`src/rtl/gate_stream_unit.sv`:
```
// gate_stream_unit
//
// Registered bitwise logic unit with a valid/ready operand stream. Each
// accepted beat applies the selected function to a and b. The unit registers
// the result together with its parity bit. It also keeps a running XOR of
// results across frames of FRAME_LEN beats. It serves as a datapath and
// parity building block in the gate library.
//
// Parameters:
//   WIDTH      operand/result width in bits (>= 1)
//   FRAME_LEN  accepted beats per accumulation frame (>= 1)
//   CNT_W      beat counter width, derived from FRAME_LEN
//
// Ports:
//   clk         rising-edge clock
//   rst_n       asynchronous active-low reset
//   in_valid    operand beat valid
//   in_ready    unit can accept a beat this cycle
//   a, b        operands
//   mode        function select, sampled on accept:
//               000 AND, 001 OR, 010 XOR, 011 NAND,
//               100 NOR, 101 XNOR, 110 a, 111 ~a
//   frame_clr   synchronous restart of the current frame
//   out_valid   result valid
//   out_ready   downstream accepts the result
//   y           registered f(a, b)
//   y_par       reduction XOR of y
//   acc         running XOR of y over the current frame, this beat included
//   frame_done  this result is the last beat of a frame
//   beat_cnt    index of the next beat within the frame

module gate_stream_unit #(
    parameter int WIDTH     = 8,
    parameter int FRAME_LEN = 4,
    localparam int CNT_W    = (FRAME_LEN > 1) ? $clog2(FRAME_LEN) : 1
) (
    input  logic             clk,
    input  logic             rst_n,
    input  logic             in_valid,
    output logic             in_ready,
    input  logic [WIDTH-1:0] a,
    input  logic [WIDTH-1:0] b,
    input  logic [2:0]       mode,
    input  logic             frame_clr,
    output logic             out_valid,
    input  logic             out_ready,
    output logic [WIDTH-1:0] y,
    output logic             y_par,
    output logic [WIDTH-1:0] acc,
    output logic             frame_done,
    output logic [CNT_W-1:0] beat_cnt
);

    localparam logic [CNT_W-1:0] LAST_IDX = CNT_W'(FRAME_LEN - 1);

    logic             accept;
    logic             consume;
    logic [WIDTH-1:0] f;
    logic [CNT_W-1:0] eff_idx;
    logic             eff_last;
    logic [CNT_W-1:0] next_idx;

    // There is a single output register and no skid buffer. A new beat can
    // enter only when that register is empty or is drained at the same edge.
    assign in_ready = !out_valid || out_ready;
    assign accept   = in_valid && in_ready;
    assign consume  = out_valid && out_ready;

    always_comb begin
        f = '0;
        case (mode)
            3'b000:  f = a & b;
            3'b001:  f = a | b;
            3'b010:  f = a ^ b;
            3'b011:  f = ~(a & b);
            3'b100:  f = ~(a | b);
            3'b101:  f = ~(a ^ b);
            3'b110:  f = a;
            3'b111:  f = ~a;
            default: f = '0;
        endcase
    end

    // A frame_clr that arrives with a beat makes that beat index 0. The beat
    // is then both the frame start and the seed of the accumulator.
    assign eff_idx  = frame_clr ? '0 : beat_cnt;
    assign eff_last = (eff_idx == LAST_IDX);
    assign next_idx = eff_last ? '0 : (eff_idx + CNT_W'(1));

    always_ff @(posedge clk or negedge rst_n) begin
        if (!rst_n) begin
            y          <= '0;
            y_par      <= 1'b0;
            acc        <= '0;
            out_valid  <= 1'b0;
            frame_done <= 1'b0;
            beat_cnt   <= '0;
        end else if (accept) begin
            y          <= f;
            y_par      <= ^f;
            out_valid  <= 1'b1;
            acc        <= (eff_idx == '0) ? f : (acc ^ f);
            frame_done <= eff_last;
            beat_cnt   <= next_idx;
        end else begin
            if (consume) begin
                out_valid  <= 1'b0;
                frame_done <= 1'b0;
            end
            // The accumulator keeps its value here. It restarts on the next
            // accepted beat, because that beat will see beat_cnt == 0.
            if (frame_clr) begin
                beat_cnt <= '0;
            end
        end
    end

endmodule

```
`config.mk`:
```
export PLATFORM = sky130hd
export DESIGN_NAME = gate_stream_unit
export DESIGN_NICKNAME = d
export VERILOG_FILES = /design/src/rtl/gate_stream_unit.sv
export SDC_FILE = /design/constraint.sdc
export NUM_CORES = 1
export LEC_CHECK = 0
export ABC_AREA = 1
export CORE_MARGIN = 5
export CORE_UTILIZATION = 40
export CTS_CLUSTER_DIAMETER = 60
export DETAILED_ROUTE_END_ITERATION = 8
export MAX_ROUTING_LAYER = met4
export PLACE_DENSITY = 0.69
export SYNTH_ARGS = -nofsm -noshare
export SYNTH_HDL_FRONTEND = slang
export SYNTH_SLANG_ARGS = --single-unit
```
`constraint.sdc`:
```
create_clock -name clk -period 1.9 [get_ports clk]
set_clock_uncertainty 0.15 [all_clocks]
set_input_delay 0.38 -clock clk [delete_from_list [all_inputs] [get_ports clk]]
set_output_delay 0.38 -clock clk [all_outputs]
set_load 0.01 [all_outputs]
```
==> impl_results.md <==
* Die Ht at between 80 and 90 um
* Initial Util at between 40% and 50%
* Mapped Area at 2240 um2
* Logic pwr share at 55.6%
* IO Port Bufs at 45
* Yosys warnings at 0
* Internal at between 0.001 and 0.0015 W
* Synth unique cells at 20
* Worst-Margin Slew at approximately 280 ps
* Hold Crit Class: input port to asynchronous set/reset pin
* Static Leak at 1.97 nW
* Ant. Diodes at 0
* Final GP Congestion at around 0.91
* Register area share after synthesis at between 20% and 30%
* Max-slew violations at 0
* Vias post-DR at between 2k and 3k
* Fmax achieved at 557 MHz
* First-pass GRT wire length at between 10,000 and 15,000 um
* Pin count of the biggest net entering global routing at 22
* Initial antenna violation count at 0
* Post-DRT Antenna Nets at 0
* Placed cell area at between 3000 and 4000 um2
* Drt wl/cell at 13.1 um
* Commonest cells post-synth: nand2_1, inv_1, nor2_1, nand3_1, dfrtp_1
* Setup violators final at 0
* Fillcell total at between 500 and 600
* Final Cycle Share at ~94%
* # Max-Cap Violations at 0
* Status: complete, no violations
* Ratio of cells with drive above 1 in the final layout at roughly 34%
* Number of synthesized flops with an enable pin at 0
* Cells along the critical path: dlygate4sd2_1 -> inv_2 -> ha_4 -> inv_2 -> nand3_2 -> nand2_1 -> nor2_1 -> nand3_2 -> nand2_1 -> nand2_1 -> nand2_1 -> nand2_1 -> nand2_1 -> nand3_1 -> nand2_1
* Highest-delay cell along the critical path: ha_4
* DRC viols at 0
* Reg power frac at 30.8%
* Largest area contributor in the netlist: nand2_1
* Area of the multi-input gates at between 1500 and 2000 um2
* Startpoint types: input port
* Synthesized instance count at about 380
* Post-synthesis register bit count at 21
* Synth top area share at approximately a quarter
* CP Max Fanout at 3
* Gr usage total at a little over 20%
* Final Hold Viols at 0
* Row cnt at 27
* Area grow syn2layout at 54.8%
* Max transition margin at between 80% and 90%
* Register area at 526 um2
* Largest buffer count on any clock path at 2
* # nets final at 520
* Switching share of total power at 37.5%
* Clock group share of total power at between 10% and 20%
* Chip width at 84.9 um
* CP peak stage delay at around 250 ps
* Crit Path Class: input port to flip-flop
* Pre-antenna DRT Iters at 4
* VDD IR max at ~0.00047 V
* CTS buffer count at 3
* Total core area at 5470 um2
* Switch Pwr at between 0.0007 and 0.0008 W
* Ranking of synthesized cells by area: nand2_1, dfrtp_1, inv_1
* Fin crit period at 1790 ps
* TritonCTS clock tree: built
* Vias in the first global route at 2,746
* Cts hold-fix bufs at 0
* Post-layout util at 63.4%
* Crit path DAT at about 1900 ps
* I/O pin cnt at 46
* Syn Nets at between 400 and 500
* Pwr Density at between 600 and 700 nW/um2
* Worst path required time at 1950 ps
* Clock transition at the registers of the reported paths at around 70 ps
* Critical Path End Type: flip-flop
* Die area at between 7000 and 8000 um2
* WHS at 314 ps
* Clk sinks at 21
* Fin area at 3470 um2
* Clk Latency, worst-skew pair at between 200 and 300 ps
* Count leader, synth: nand2_1
* Predominant post-synthesis flop cell: dfrtp_1
* CTS H-tree lvls at 1
* 1st-iter DRT viols at ~220
* Avg Inst Size Synth at 5.87 um2
* HPWL after detailed placement at 5140 um
* Root Buffer Master: clkbuf_8
* FFs w/ async S/R, synth at 100%
* CP most frequent cell: nand2_1
* Vias per inst at ~5
* Final wirelength at 7190 um
* GRT overflow at 0
* Tot Pwr at 0.00211 W
## what timing repair did
item | in CTS | in global routing
gates cloned | 1 | 0
endpoints found under the setup margin | 18 | 11
pin swaps | 38 | 39
buffers inserted | 1 | 3
resized for setup | 73 | 76
## per-stage QoR
step	TNS, ps	setup slack (ps)	cells
2_1_floorplan	0	63.5	382
3_3_place_gp	-7040	-581	541
3_5_place_dp	-7640	-603	541
4_1_cts	-198	-106	546
5_1_grt	-50.9	-50.9	549
6_report	0	106	549
## final timing paths
kind,start,to,depth (start not counted),slack [ps]
max,b[4],y_par,15,110
min,rst_n,frame_done,2,310
max reg2reg,out_valid,acc[0],7,470
min reg2reg,y[7],y[7],2,330
max in group asynchronous,rst_n,acc[1],2,1070
min in group clk,y[7],y[7],2,330
## cell families after synthesis
logic type / after synthesis / synth area share, %
AOI/OAI and AO/OA: 18 / 4.02
buffers and inverters: 81 / 14.8
and+or+nand+nor: 235 / 44.2
DFF: 21 / 23.5
xor gates and xnor gates: 9 / 3.52
adders and majority gates: 18 / 10.1
## placed cells by master, fill, tap and decap left out, drive strengths merged
cell type        n
inv             67
nor2            38
xnor2            8
a21oi            6
nand3           28
dlymetal6s2s     2
dlygate4sd2      3
o21ai           12
nand4           18
nand2          151
dfrtp           21
clkinv           1
clkbuf          18
buf             60
clkdlybuf4s50   25
ha              18
xor2             1
## sequential cells by signal, summed over array words and instances, names as in the netlist
signal,count
acc,8
y,8
beat_cnt,2
frame_done,1
out_valid,1
y_par,1
## metal layers
| layer | GRT usage, % | vias to the layer above | share of wire [%] |
|---|---|---|---|
| met5 | - | - | 0 |
| met4 | 7.63 | 0 | 2.2 |
| met3 | 2.82 | 20 | 4.8 |
| met2 | 34.6 | 86 | 53 |
| met1 | 24.4 | 1273 | 40 |
| li1 | - | 1357 | - |
## layout make-up
class / instances / share of cell area (%)
Clock buffer: 4 / 1.30
Sequential cell: 21 / 15.2
Tap cell: 72 / 2.60
Timing Repair Buffer: 104 / 25.9
Multi-Input combinational cell: 280 / 47.6
Inverter: 68 / 7.50
## power by group through the flow
stage,combinational [W],sequential (W),clock (W)
after floorplan,0.000465,0.000706,0
after global placement,0.00105,0.000656,0
after detailed placement,0.00107,0.000658,0
after CTS,0.00113,0.000649,0.000302
after global routing,0.00129,0.000667,0.000323
final,0.00117,0.000648,0.000288
## critical path, delay by kind of cell
family                   cells  cell delay, ps
adder cells (fa/ha/maj)      1             250
AND/OR/NAND/NOR             11             870
buffers and inverters        3             340
(Power assumes the default switching activity.)
